### src/rtl/prog3_pkg.sv
// Shared types and constants for the byte-serial 4-bit pattern scanner.
package prog3_pkg;

    typedef enum logic [1:0] {
        S_IDLE  = 2'd0,
        S_FETCH = 2'd1,
        S_DRAIN = 2'd2,
        S_DONE  = 2'd3
    } scan_state_t;

    localparam int STR_BYTES = 8;
    localparam int PAT_W     = 4;
    localparam int IN_WIN    = 5;
    localparam int SPAN_WIN  = 3;
    localparam int IDX_W     = $clog2(STR_BYTES);

endpackage

### src/rtl/pattern_scan_ctrl_if.sv
// Data-memory read port shared between the scanner (master) and the memory (slave).
interface pattern_scan_ctrl_if #(
    parameter int ADDR_W = 8
);
    logic [ADDR_W-1:0] mem_addr;
    logic              mem_re;
    logic [7:0]        mem_rdata;

    modport master (output mem_addr, output mem_re, input mem_rdata);
    modport slave  (input mem_addr, input mem_re, output mem_rdata);
endinterface

### src/rtl/pattern_scan_ctrl_match.sv
// Combinational window matcher: counts in-byte and byte-spanning 4-bit pattern hits.
module pat_match_byte
    import prog3_pkg::*;
(
    input  logic [10:0]      w,
    input  logic [PAT_W-1:0] pat,
    input  logic             span_en,
    output logic [2:0]       in_cnt,
    output logic [1:0]       span_cnt,
    output logic             hit
);

    // w[7:0] is the current byte, w[10:8] the low bits of the previous byte.
    always_comb begin
        in_cnt   = '0;
        span_cnt = '0;
        for (int i = 0; i < IN_WIN; i++) begin
            if (w[7-i -: PAT_W] == pat) in_cnt = in_cnt + 3'd1;
        end
        for (int j = 0; j < SPAN_WIN; j++) begin
            if (span_en && (w[10-j -: PAT_W] == pat)) span_cnt = span_cnt + 2'd1;
        end
        hit = (in_cnt != 3'd0);
    end

endmodule

### src/rtl/pattern_scan_ctrl.sv
// Fetches an 8-byte string over a shared read port and counts 4-bit pattern matches.
module pattern_scan_ctrl
    import prog3_pkg::*;
#(
    parameter int ADDR_W = 8,
    parameter int CNT_W  = 8
) (
    input  logic                clk,
    input  logic                rst_n,
    input  logic                start,
    input  logic [ADDR_W-1:0]   base_addr,
    input  logic [PAT_W-1:0]    pat,
    pattern_scan_ctrl_if.master mem,
    output logic                busy,
    output logic                done,
    output logic [CNT_W-1:0]    ctb,
    output logic [CNT_W-1:0]    cts,
    output logic [CNT_W-1:0]    cto
);

    scan_state_t       state_q, state_d;
    logic [IDX_W-1:0]  idx_q;
    logic [ADDR_W-1:0] base_q;
    logic [PAT_W-1:0]  pat_q;
    logic [2:0]        prev_q;
    logic              vld_q;
    logic              first_q;
    logic [CNT_W-1:0]  ctb_q, cts_q, cto_q;
    logic [2:0]        in_cnt;
    logic [1:0]        span_cnt;
    logic              hit;
    logic              accept;

    assign accept = (state_q == S_IDLE) && start;

    always_ff @(posedge clk or negedge rst_n) begin
        if (!rst_n) state_q <= S_IDLE;
        else        state_q <= state_d;
    end

    always_comb begin
        state_d = state_q;
        case (state_q)
            S_IDLE:  if (start) state_d = S_FETCH;
            S_FETCH: if (idx_q == IDX_W'(STR_BYTES - 1)) state_d = S_DRAIN;
            S_DRAIN: state_d = S_DONE;
            S_DONE:  state_d = S_IDLE;
            default: state_d = S_IDLE;
        endcase
    end

    always_comb begin
        busy         = (state_q != S_IDLE);
        done         = (state_q == S_DONE);
        mem.mem_re   = (state_q == S_FETCH);
        mem.mem_addr = mem.mem_re ? (base_q + ADDR_W'(idx_q)) : '0;
    end

    pat_match_byte u_match (
        .w        ({prev_q, mem.mem_rdata}),
        .pat      (pat_q),
        .span_en  (!first_q),
        .in_cnt   (in_cnt),
        .span_cnt (span_cnt),
        .hit      (hit)
    );

    // vld_q marks the cycle in which the byte fetched last cycle sits on mem_rdata.
    always_ff @(posedge clk or negedge rst_n) begin
        if (!rst_n) begin
            vld_q   <= 1'b0;
            idx_q   <= '0;
            base_q  <= '0;
            pat_q   <= '0;
            prev_q  <= '0;
            first_q <= 1'b0;
            ctb_q   <= '0;
            cts_q   <= '0;
            cto_q   <= '0;
        end else begin
            vld_q <= (state_q == S_FETCH);
            if (accept) begin
                base_q  <= base_addr;
                pat_q   <= pat;
                idx_q   <= '0;
                prev_q  <= '0;
                first_q <= 1'b1;
                ctb_q   <= '0;
                cts_q   <= '0;
                cto_q   <= '0;
            end else begin
                if (state_q == S_FETCH) idx_q <= idx_q + IDX_W'(1);
                if (vld_q) begin
                    prev_q  <= mem.mem_rdata[2:0];
                    first_q <= 1'b0;
                    ctb_q   <= ctb_q + CNT_W'(in_cnt);
                    cts_q   <= cts_q + CNT_W'(in_cnt) + CNT_W'(span_cnt);
                    cto_q   <= cto_q + CNT_W'(hit);
                end
            end
        end
    end

    assign ctb = ctb_q;
    assign cts = cts_q;
    assign cto = cto_q;

endmodule

### src/flat_wrapper.sv
// flat-port wrapper written by rule: the top's interface ports become plain ports
module pattern_scan_ctrl_flat import prog3_pkg::*;
#(
    parameter int ADDR_W = 8,
    parameter int CNT_W  = 8
)
  (clk, rst_n, start, base_addr, pat, busy, done, ctb, cts, cto, mem_mem_addr, mem_mem_re, mem_mem_rdata);
  pattern_scan_ctrl_if #(.ADDR_W(ADDR_W)) mem_i ();
  input  logic clk;
  input  logic rst_n;
  input  logic start;
  input  logic [ADDR_W-1:0] base_addr;
  input  logic [PAT_W-1:0] pat;
  output logic busy;
  output logic done;
  output logic [CNT_W-1:0] ctb;
  output logic [CNT_W-1:0] cts;
  output logic [CNT_W-1:0] cto;
  output wire logic [$bits(mem_i.mem_addr)-1:0] mem_mem_addr;
  output wire logic [$bits(mem_i.mem_re)-1:0] mem_mem_re;
  input wire logic [$bits(mem_i.mem_rdata)-1:0] mem_mem_rdata;
  assign mem_mem_addr = mem_i.mem_addr;
  assign mem_mem_re = mem_i.mem_re;
  assign mem_i.mem_rdata = mem_mem_rdata;
  pattern_scan_ctrl #(.ADDR_W(ADDR_W), .CNT_W(CNT_W)) u_core (.clk(clk), .rst_n(rst_n), .start(start), .base_addr(base_addr), .pat(pat), .mem(mem_i), .busy(busy), .done(done), .ctb(ctb), .cts(cts), .cto(cto));
endmodule
### config.mk
export PLATFORM = sky130hd
export DESIGN_NAME = pattern_scan_ctrl_flat
export DESIGN_NICKNAME = d
export VERILOG_FILES = /design/src/rtl/prog3_pkg.sv /design/src/rtl/pattern_scan_ctrl_if.sv /design/src/rtl/pattern_scan_ctrl_match.sv /design/src/rtl/pattern_scan_ctrl.sv /design/src/flat_wrapper.sv
export SDC_FILE = /design/constraint.sdc
export NUM_CORES = 1
export LEC_CHECK = 0
export CELL_PAD_IN_SITES_DETAIL_PLACEMENT = 0
export CELL_PAD_IN_SITES_GLOBAL_PLACEMENT = 1
export CORE_ASPECT_RATIO = 1.5
export CORE_UTILIZATION = 41
export DETAILED_ROUTE_END_ITERATION = 16
export GPL_TIMING_DRIVEN = 0
export PLACE_DENSITY_LB_ADDON = 0.1
export SLEW_MARGIN = 20
export SYNTH_ARGS = -nofsm -noshare
export SYNTH_HDL_FRONTEND = slang
export SYNTH_HIERARCHICAL = 1
export SYNTH_SLANG_ARGS = --single-unit
export TNS_END_PERCENT = 100
### constraint.sdc
create_clock -name clk -period 5.19 [get_ports clk]
set_clock_uncertainty 0.15 [all_clocks]
set_input_delay 0.519 -clock clk [delete_from_list [all_inputs] [get_ports clk]]
set_output_delay 0.519 -clock clk [all_outputs]
set_load 0.02 [all_outputs]
==> impl_metrics.py, run 1 <==
metrics = {
    "sta": {
        "setup_ws_ps": 284.8,
        "post-route-period-util": 0.9451,
        "tightest_slew_ps": 758.5,
        "maxSlewHeadroom": 0.4897,
        "finalWorstPathRequiredPeriod_ps": 4905,
        "maxSlewViolCount": 0,
        "grt_setup_unrepaired": "no",
        "hold_ws_ps": -5.338,
        "setup_viol_count_final": 0,
        "hold_violations": 7,
        "fmax_mhz": 203.9,
    },
    "clock_tree": {
        "clock_sinks": 46,
        "numCtsBuffers": 5,
        "htree_levels": 2,
        "clk_path_buf_depth": 2,
        "cts_tree": "done",
        "clk_pin_slew_ps": 90,
        "root_buffer": "clkbuf_8",
        "clock_latency_ps": 300,
    },
    "synth": {
        "ys_types": 45,
        "syn_avg_cell_area_um2": 10.25,
        "ys_warn_count": 6,
        "synth-edff-count": 0,
        "synth_ff_type": "dfrtp_1",
        "netlist_area_mm2": 0.003157,
        "synth-seq-cells": 46,
        "syn-num-nets": 361,
        "async_flop_share": 1.000,
        "ys_seq_area_frac": 0.3646,
        "synthCells": 308,
    },
    "floorplan": {
        "die_w_um": 73.65,
        "io_pins": 58,
        "initial_core_util": 0.4311,
        "fp-row-count": 38,
        "dieArea_mm2": 0.008062,
        "core_area_mm2": 0.007322,
        "die_h_um": 109.5,
    },
    "routing": {
        "drt-initial-drc-count": 53,
        "routed_wl_um": 6670,
        "drtAntennaViolNets": 0,
        "vias": 2353,
        "vias_per_cell": 4.975,
        "wl_per_cell_um": 14.10,
        "drt_first_pass_iters": 4,
        "remaining_drc_errors": 0,
    },
    "finish": {
        "layout.nets": 425,
        "final.fill_count": 730,
        "insertedDiodeCount": 0,
        "mostFrequentLayoutCell": "clkdlybuf4s50_1",
        "final_layout_size_suffix_gt1_frac": 0.1072,
        "final_cell_mix": "clkdlybuf4s50_1, dfrtp_1, nor2_1, inv_1, xnor2_1",
        "areaGrowthSynthToFinish_pct": 25.68,
    },
    "place": {
        "gp_congestion": 0.7344,
        "pre_cts_slack_ps": -209.0,
        "detailed_place_hpwl_um": 5156,
        "numPortBuffers": 56,
    },
    "critical_path": {
        "cp.depth": 18,
        "path_cells": "clkdlybuf4s50_1 > xor2_1 > nor4_4 > xnor2_2 > inv_1 > ha_1 > a21o_2 > ha_1 > inv_1 > a2bb2oi_1 > fa_1 > ha_1 > inv_1 > fa_1 > and2b_1 > o211ai_1 > or3_1 > a21oi_1",
        "crit_required_ps": 5260,
        "crit_start": "mem_mem_rdata[2]",
        "criticalPathCategory": "primary input to flip-flop",
        "reg2reg_slack_ps": 370,
        "r2r-end": "u_core/cts[7]",
        "cp_max_fo": 4,
        "ff2ff_path_depth": 19,
        "path_buf_inv": 4,
        "r2r-start": "u_core/pat_q[3]",
        "crit_end": "u_core/cts[7]",
        "cp-end-kind": "flip-flop",
        "critPathLaunchType": "primary input",
        "crit_arrival_ps": 4980,
        "crit_family": "adder cells",
        "max_stage_delay_ps": 580,
        "crit_path_top_delay_cell": "clkdlybuf4s50_1",
    },
    "power_and_ir_drop": {
        "max-vdd-ir-drop_mv": 0.3100,
        "powerDensity_mw_per_mm2": 539.9,
        "leakagePower_nw": 1.831,
    },
    "status": {
        "violations": "negative hold slack",
        "outcome": "finished with violations",
    },
    "flow_run": {
        "cap_violations": 0,
    },
    "grt": {
        "antenna_found_initial": 0,
        "grt_pass1_vias": 2291,
        "grt_pass1_wl_um": 10990,
        "grt-ovfl-total": 0,
        "gr-usage-all-layers": 0.1794,
        "grt_max_degree": 31,
    },
    "min_path": {
        "hp-class": "primary input to asynchronous set/reset pin",
    },
}
-- what timing repair did --
| item | CTS | global route |
|---|---|---|
| buffers inserted | 0 | 0 |
| gates resized for setup | 0 | 5 |
| endpoints found under the setup margin | 0 | 2 |
| hold buffers | 0 | 0 |
-- per-stage QoR --
stage,utilization,setup TNS (ps),total power [mW],cell area (um2),cells
6_report,0.5419,0,2.142,3968,473
5_1_grt,0.5419,0,2.343,3968,473
4_1_cts,0.5393,0,2.174,3949,473
3_5_place_dp,0.5268,-343.6,1.932,3857,465
3_3_place_gp,0.5248,-236.9,1.906,3842,464
2_1_floorplan,-,0,1.540,3157,308
-- worst min-delay path by stage --
stage	start	endpoint	slack (ps)	cells after the start
2_1_floorplan	rst_n	u_core/base_q[0]	70	0
3_3_place_gp	u_core/pat_q[3]	u_core/pat_q[3]	340	1
3_5_place_dp	rst_n	u_core/cto[6]	330	1
4_1_cts	rst_n	u_core/cts[7]	3	1
5_1_grt	rst_n	u_core/cts[3]	20	1
6_report	rst_n	u_core/cts[3]	-5	1
-- registers in the layout, indices dropped and copies added, names as in the netlist --
register	count
u_core/cts	8
u_core/state_q	2
u_core/vld_q	1
u_core/cto	8
u_core/ctb	8
u_core/base_q	8
u_core/idx_q	3
u_core/first_q	1
u_core/prev_q	3
u_core/pat_q	4
-- where the power goes --
part	switching [mW]	leakage, nW	internal, mW
clock	0.122	0.0482	0.108
combinational	0.683	1.19	0.631
sequential	0.117	0.592	0.482
total	0.921	1.83	1.22
-- worst register-to-register path, delay by kind of cell, from the launching register on --
kind,cells,cell delay (ps)
AO/OA/AOI/OAI,4,600
buffers and inverters,4,370
adder cells (fa/ha/maj),6,2100
XOR/XNOR,2,380
AND/OR/NAND/NOR,3,750
flip-flops,1,390
-- layer usage --
layer  up-vias  share of wire  global-route usage
li1       1157              -                   -
met1      1149           0.41              0.2123
met2        42           0.54              0.3263
met3         5          0.039             0.03300
met4         0          0.011             0.04945
met5         -              0                   0
-- synth_stat cells (3+ instances only) --
library cell / number / area [um2]
and2_1: 4 / 25.02
buf_4: 3 / 22.52
mux2i_1: 13 / 130.1
nand2_1: 9 / 33.78
ha_1: 25 / 312.8
xor2_1: 22 / 192.7
buf_2: 6 / 30.03
fa_1: 5 / 100.1
inv_1: 28 / 105.1
or3_1: 4 / 25.02
nand3_1: 6 / 30.03
o22ai_1: 3 / 18.77
nor4_1: 3 / 18.77
nand4_1: 6 / 37.54
o21ai_0: 5 / 25.02
a211oi_1: 4 / 30.03
nor2b_1: 3 / 18.77
a21oi_1: 11 / 55.05
xnor2_1: 26 / 227.7
dfrtp_1: 46 / 1151
mux2_2: 13 / 146.4
nor2_1: 34 / 127.6
-- final cells by class --
type	count	area, um2	area share
Inverter	28	105.1	0.02649
Clock buffer	7	86.33	0.02176
Clock inverter	1	5.005	0.001261
Multi-Input combinational cell	221	1826	0.4601
Sequential cell	46	1151	0.2901
Buffer	13	83.83	0.02113
Tap cell	100	125.1	0.03154
Timing Repair Buffer	57	585.6	0.1476
-- cell families (layout without fill, tap and decap cells) --
group	after synthesis	in the layout	synth area share
DFF	46	46	0.3646
buffers and inverters	41	106	0.05985
AOI/OAI and AO/OA	34	34	0.07095
and+or+nand+nor	79	79	0.1284
muxes	26	26	0.08759
adders and majority gates	30	30	0.1308
xor gates and xnor gates	52	52	0.1577
No activity file was read; power rests on OpenSTA's default activity.
==> run 2: changes to the inputs <==
--- a/config.mk
+++ b/config.mk
@@ -11,6 +11,7 @@
 export CORE_UTILIZATION = 41
 export DETAILED_ROUTE_END_ITERATION = 16
 export GPL_TIMING_DRIVEN = 0
+export HOLD_SLACK_MARGIN = 0.02
 export PLACE_DENSITY_LB_ADDON = 0.1
 export SLEW_MARGIN = 20
 export SYNTH_ARGS = -nofsm -noshare
==> run 2 against run 1 <==
Net effect:
- count of clock-buffer cells in the layout did not move
- core utilization is 0.14 points higher
- maximum frequency about the same
- highest routed layer unchanged
- via count increased by 0.38%
- largest cell class unchanged
- total power about the same
- flip-flop and latch count unchanged
- cell area grew 0.25%
- the flow now finishes without violations
- combinational power barely moved
- wire length increased by 0.31%
==> impl_metrics.py, run 2 (synthesis gave the netlist of run 1 again) <==
metrics = {
    "critical_path": {
        "r2r-start": "u_core/pat_q[3]",
        "crit_path_top_delay_cell": "clkdlybuf4s50_1",
        "ff2ff_path_depth": 19,
        "cp-end-kind": "flip-flop",
        "critPathLaunchType": "primary input",
        "cp_max_fo": 4,
        "max_stage_delay_ps": 580,
        "r2r-end": "u_core/cts[7]",
        "path_cells": "clkdlybuf4s50_1 > xor2_1 > nor4_4 > xnor2_2 > inv_1 > ha_1 > a21o_2 > ha_1 > inv_1 > a2bb2oi_1 > fa_1 > ha_1 > inv_1 > fa_1 > and2b_1 > o211ai_1 > or3_1 > a21oi_1",
        "reg2reg_slack_ps": 350,
        "crit_arrival_ps": 4980,
        "crit_required_ps": 5260,
        "criticalPathCategory": "primary input to flip-flop",
    },
    "floorplan": {
        "dieArea_mm2": 0.008062,
        "core_area_mm2": 0.007322,
        "fp-row-count": 38,
        "die_w_um": 73.65,
        "initial_core_util": 0.4311,
        "die_h_um": 109.5,
        "io_pins": 58,
    },
    "power_and_ir_drop": {
        "p_sw_frac": 0.4300,
        "max-vdd-ir-drop_mv": 0.3100,
        "power.combinational.fraction": 0.614,
        "p_clk_frac": 0.107,
        "powerDensity_mw_per_mm2": 538.5,
        "p_int_mw": 1.221,
        "p_sw_mw": 0.9210,
        "total_power_mw": 2.142,
        "seqPwrFrac": 0.279,
        "leakagePower_nw": 1.835,
    },
    "routing": {
        "vias": 2362,
        "vias_per_cell": 4.983,
        "wl_per_cell_um": 14.12,
        "routed_wl_um": 6691,
        "drtAntennaViolNets": 0,
        "remaining_drc_errors": 0,
        "drt_first_pass_iters": 4,
        "drt-initial-drc-count": 56,
    },
    "finish": {
        "areaGrowthSynthToFinish_pct": 26.00,
        "layout.nets": 426,
        "final_cell_mix": "clkdlybuf4s50_1, dfrtp_1, nor2_1, inv_1, xnor2_1",
        "final_layout_size_suffix_gt1_frac": 0.1070,
        "instances_no_fill": 474,
        "insertedDiodeCount": 0,
        "mostFrequentLayoutCell": "clkdlybuf4s50_1",
    },
    "sta": {
        "finalWorstPathRequiredPeriod_ps": 4904,
        "post-route-period-util": 0.9449,
        "tightest_slew_ps": 758.5,
        "fmax_mhz": 203.9,
        "maxSlewViolCount": 0,
        "grt_setup_unrepaired": "no",
        "hold_violations": 0,
        "setup_viol_count_final": 0,
        "maxSlewHeadroom": 0.4897,
    },
    "grt": {
        "grt_pass1_vias": 2301,
        "grt_use_met2": 0.3277,
        "gr-usage-all-layers": 0.1797,
        "grt_use_met3": 0.03300,
        "grt_pass1_wl_um": 11020,
        "grt_use_met1": 0.2123,
        "grt-busiest-layer": "met2",
        "grt-ovfl-total": 0,
        "antenna_found_initial": 0,
        "grt_max_degree": 31,
    },
    "status": {
        "outcome": "finished clean",
    },
    "flow_run": {
        "cap_violations": 0,
    },
    "clock_tree": {
        "root_buffer": "clkbuf_8",
        "clk_pin_slew_ps": 90,
        "post-cts-setup-buffers": 0,
        "htree_levels": 2,
        "clk_path_buf_depth": 2,
        "numCtsBuffers": 5,
        "clock_latency_ps": 300,
        "cts_tree": "done",
        "clock_sinks": 46,
    },
    "min_path": {
        "whs_path_depth": 1,
        "min_to": "u_core/pat_q[2]",
        "hp-class": "flip-flop to flip-flop",
        "hp-start": "u_core/pat_q[2]",
    },
    "place": {
        "detailed_place_hpwl_um": 5156,
        "dp_cells": 465,
        "gp_congestion": 0.7344,
        "numPortBuffers": 56,
    },
}
## run 2: final cells by class
class,instances,area [um2]
plain buffers,13,83.83
repair buffers,58,595.6
multi-input cells,221,1826
clock inverters,1,5.005
flip-flops and latches,46,1151
fillers,732,3344
clock buffers,7,86.33
well taps,100,125.1
inverters,28,105.1
## run 2: worst max-delay path, delay by kind of cell
kind | cells | cell delay, ps
simple gates | 3 | 1010
buf+inv | 4 | 760
fa+ha+maj | 5 | 1720
xor+xnor | 2 | 360
compound gates | 4 | 600
## run 2: power by group through the flow
stage / logic [mW] / clock network [mW] / registers (mW)
global route: 1.47 / 0.251 / 0.626
CTS: 1.33 / 0.240 / 0.604
detailed placement: 1.32 / 0 / 0.610
floorplan: 0.920 / 0 / 0.619
global placement: 1.30 / 0 / 0.604
finish: 1.31 / 0.230 / 0.598
## run 2: worst max-delay path by stage
stage,startpoint,to,slack (ps),cells past startpoint
after global placement,mem_mem_rdata[6],u_core/cts[7],-170,19
after detailed placement,mem_mem_rdata[7],u_core/cts[7],-210,19
after CTS,mem_mem_rdata[7],u_core/cts[7],80,19
after floorplan,mem_mem_rdata[5],u_core/cts[7],650,19
after global routing,mem_mem_rdata[2],u_core/cts[7],40,18
final,mem_mem_rdata[2],u_core/cts[7],290,18
## run 2: metal layers
metal  up-vias  share of wire
met2        44           0.54
met3         5          0.039
li1       1158              -
met5         -              0
met4         0          0.011
met1      1155           0.41
## run 2: through the flow
stage	hold slack, ps	TNS [ps]	worst slack (ps)	area, um2	util
floorplan	73.41	0	649.4	3157	-
global placement	337.6	-236.9	-167.7	3842	0.5248
detailed placement	333.1	-343.6	-209.0	3857	0.5268
CTS	371.4	0	78.77	3959	0.5407
global route	385.2	0	38.00	3978	0.5432
finish	362.7	0	286.1	3978	0.5432
## run 2: what timing repair did
action	CTS	global route
hold endpoints to repair	16	0
setup endpoints to repair	0	2
gates resized for setup	0	5
hold buffers	1	0
==> run 3: changes to the inputs <==
--- a/config.mk
+++ b/config.mk
@@ -8,8 +8,10 @@
 export CELL_PAD_IN_SITES_DETAIL_PLACEMENT = 0
 export CELL_PAD_IN_SITES_GLOBAL_PLACEMENT = 1
 export CORE_ASPECT_RATIO = 1.5
-export CORE_UTILIZATION = 41
+export CORE_MARGIN = 2
+export CORE_UTILIZATION = 49
 export DETAILED_ROUTE_END_ITERATION = 16
+export DONT_BUFFER_PORTS = 1
 export GPL_TIMING_DRIVEN = 0
 export HOLD_SLACK_MARGIN = 0.02
 export PLACE_DENSITY_LB_ADDON = 0.1
==> run 3 against run 2 <==
Net effect:
- worst hold slack lost 150 ps
- global-route usage grew 0.47 points
- largest cell class unchanged
- core utilization grew 0.45 points
- clock power is essentially flat
- sequential share of layout area grew 5.1 points
- highest routed layer unchanged
==> impl_metrics.py, run 3 (synthesis gave the netlist of run 1 again) <==
metrics = {
    "status": {
        "outcome": "finished clean",
    },
    "sta": {
        "hold_ws_ps": 216.0,
        "maxSlewHeadroom": 0.5657,
        "setup_viol_count_final": 0,
        "fin_tns_setup_ps": 0,
        "hold_violations": 0,
        "fmax_mhz": 209.4,
        "finalWorstPathRequiredPeriod_ps": 4775,
        "maxSlewViolCount": 0,
        "post-route-period-util": 0.9200,
        "setup_ws_ps": 415.2,
        "grt_setup_unrepaired": "no",
        "tightest_slew_ps": 645.6,
    },
    "routing": {
        "drtAntennaViolNets": 0,
        "wl_per_cell_um": 15.39,
        "vias_per_cell": 5.367,
        "remaining_drc_errors": 0,
        "routed_wl_um": 6032,
        "vias": 2104,
        "drt-initial-drc-count": 64,
        "drt_first_pass_iters": 4,
    },
    "floorplan": {
        "dieArea_mm2": 0.007114,
        "initial_core_util": 0.5112,
        "io_pins": 58,
        "die_w_um": 69.54,
        "die_h_um": 102.3,
        "fp-row-count": 35,
        "core_area_mm2": 0.006175,
    },
    "power_and_ir_drop": {
        "powerDensity_mw_per_mm2": 579.5,
        "power.combinational.fraction": 0.554,
        "max-vdd-ir-drop_mv": 0.3330,
        "p_clk_frac": 0.117,
        "total_power_mw": 1.960,
        "seqPwrFrac": 0.328,
        "p_int_mw": 1.085,
        "leakagePower_nw": 1.595,
        "p_sw_mw": 0.8745,
        "p_sw_frac": 0.4462,
    },
    "flow_run": {
        "cap_violations": 0,
    },
    "critical_path": {
        "cp-end-kind": "flip-flop",
        "critPathLaunchType": "flip-flop",
        "crit_arrival_ps": 4850,
        "cp_max_fo": 8,
        "crit_required_ps": 5260,
        "criticalPathCategory": "flip-flop to flip-flop",
    },
    "clock_tree": {
        "clock_sinks": 46,
        "cts_tree": "done",
        "numCtsBuffers": 5,
        "root_buffer": "clkbuf_8",
        "clock_latency_ps": 300,
        "hold_buffers": 2,
        "clk_pin_slew_ps": 80,
        "cts-resized-gates": 0,
        "post-cts-setup-buffers": 0,
        "clk_path_buf_depth": 2,
        "htree_levels": 2,
    },
    "grt": {
        "grt_pass1_wl_um": 10490,
        "antenna_found_initial": 0,
        "gr-usage-all-layers": 0.1845,
        "grt-ovfl-total": 0,
        "grt_max_degree": 47,
        "grt_pass1_vias": 2244,
    },
    "finish": {
        "final.fill_count": 586,
        "final_layout_size_suffix_gt1_frac": 0.1226,
        "final_cell_mix": "dfrtp_1, nor2_1, inv_1, xnor2_1, ha_1",
        "mostFrequentLayoutCell": "dfrtp_1",
        "layout.nets": 370,
        "areaGrowthSynthToFinish_pct": 7.134,
        "insertedDiodeCount": 0,
        "fin_util": 0.5477,
    },
    "place": {
        "gp_congestion": 0.7877,
        "detailed_place_hpwl_um": 4670,
        "numPortBuffers": 0,
        "pre_cts_slack_ps": 266.5,
    },
    "min_path": {
        "hp-class": "primary input to flip-flop",
    },
}
## run 3: cell types whose count changed in the layout (fill, tap and decap cells not counted), sizes merged
cell           previous run  this run
clkdlybuf4s50            51         0
dlymetal6s2s              4         0
buf                      13        12
clkinv                    1         0
inv                      28        29
## run 3: layer usage
| layer | GRT usage | part of all wire | vias up |
|---|---|---|---|
| met3 | 0.04339 | 0.051 | 6 |
| met4 | 0.05430 | 0.012 | 0 |
| li1 | - | - | 1049 |
| met2 | 0.3484 | 0.54 | 35 |
| met1 | 0.2060 | 0.40 | 1014 |
| met5 | 0 | 0 | - |
## run 3: power groups by stage
| stage | clock (mW) | combinational [mW] | sequential (mW) |
|---|---|---|---|
| final | 0.230 | 1.09 | 0.644 |
| after detailed placement | 0 | 1.09 | 0.655 |
| after global routing | 0.257 | 1.24 | 0.666 |
| after CTS | 0.243 | 1.11 | 0.648 |
| after floorplan | 0 | 0.920 | 0.619 |
| after global placement | 0 | 1.06 | 0.652 |
## run 3: worst max-delay path, stage by stage, from the launching register on
cell	delay, ps
dfrtp_1	390
buf_4	180
xnor2_1	150
nand4_1	140
ha_1	360
xnor2_2	240
inv_1	70
ha_1	310
a21o_2	190
ha_1	260
inv_1	50
a2bb2oi_1	130
fa_1	560
ha_1	170
inv_1	60
fa_1	400
and2b_1	210
o211ai_1	120
or3_1	380
a21oi_1	160
## run 3: metrics by stage
step	instances	cell area, um2
after floorplan	308	3157
after global placement	382	3249
after detailed placement	382	3249
after CTS	392	3382
after global routing	392	3382
final	392	3382
## run 3: area by class of cell
class                           instances  area [um2]  share of cell area
Multi-Input combinational cell        221        1817              0.5372
Sequential cell                        46        1151              0.3404
Inverter                               28       105.1             0.03108
Tap cell                               74       92.59             0.02738
Clock buffer                            7       86.33             0.02553
Buffer                                 13       83.83             0.02479
Timing Repair Buffer                    2       37.54             0.01110
Clock inverter                          1       8.758            0.002590
## run 3: final timing paths
kind	startpoint	endpoint	slack, ps	cells past startpoint
worst max-delay path	u_core/pat_q[2]	u_core/cts[7]	420	19
worst min-delay path	base_addr[0]	u_core/base_q[0]	220	1
worst max register to register	u_core/pat_q[2]	u_core/cts[7]	420	19
worst min register to register	u_core/pat_q[3]	u_core/pat_q[3]	350	1
max in group asynchronous	rst_n	u_core/prev_q[0]	4100	2
min in group asynchronous	rst_n	u_core/cto[5]	570	2
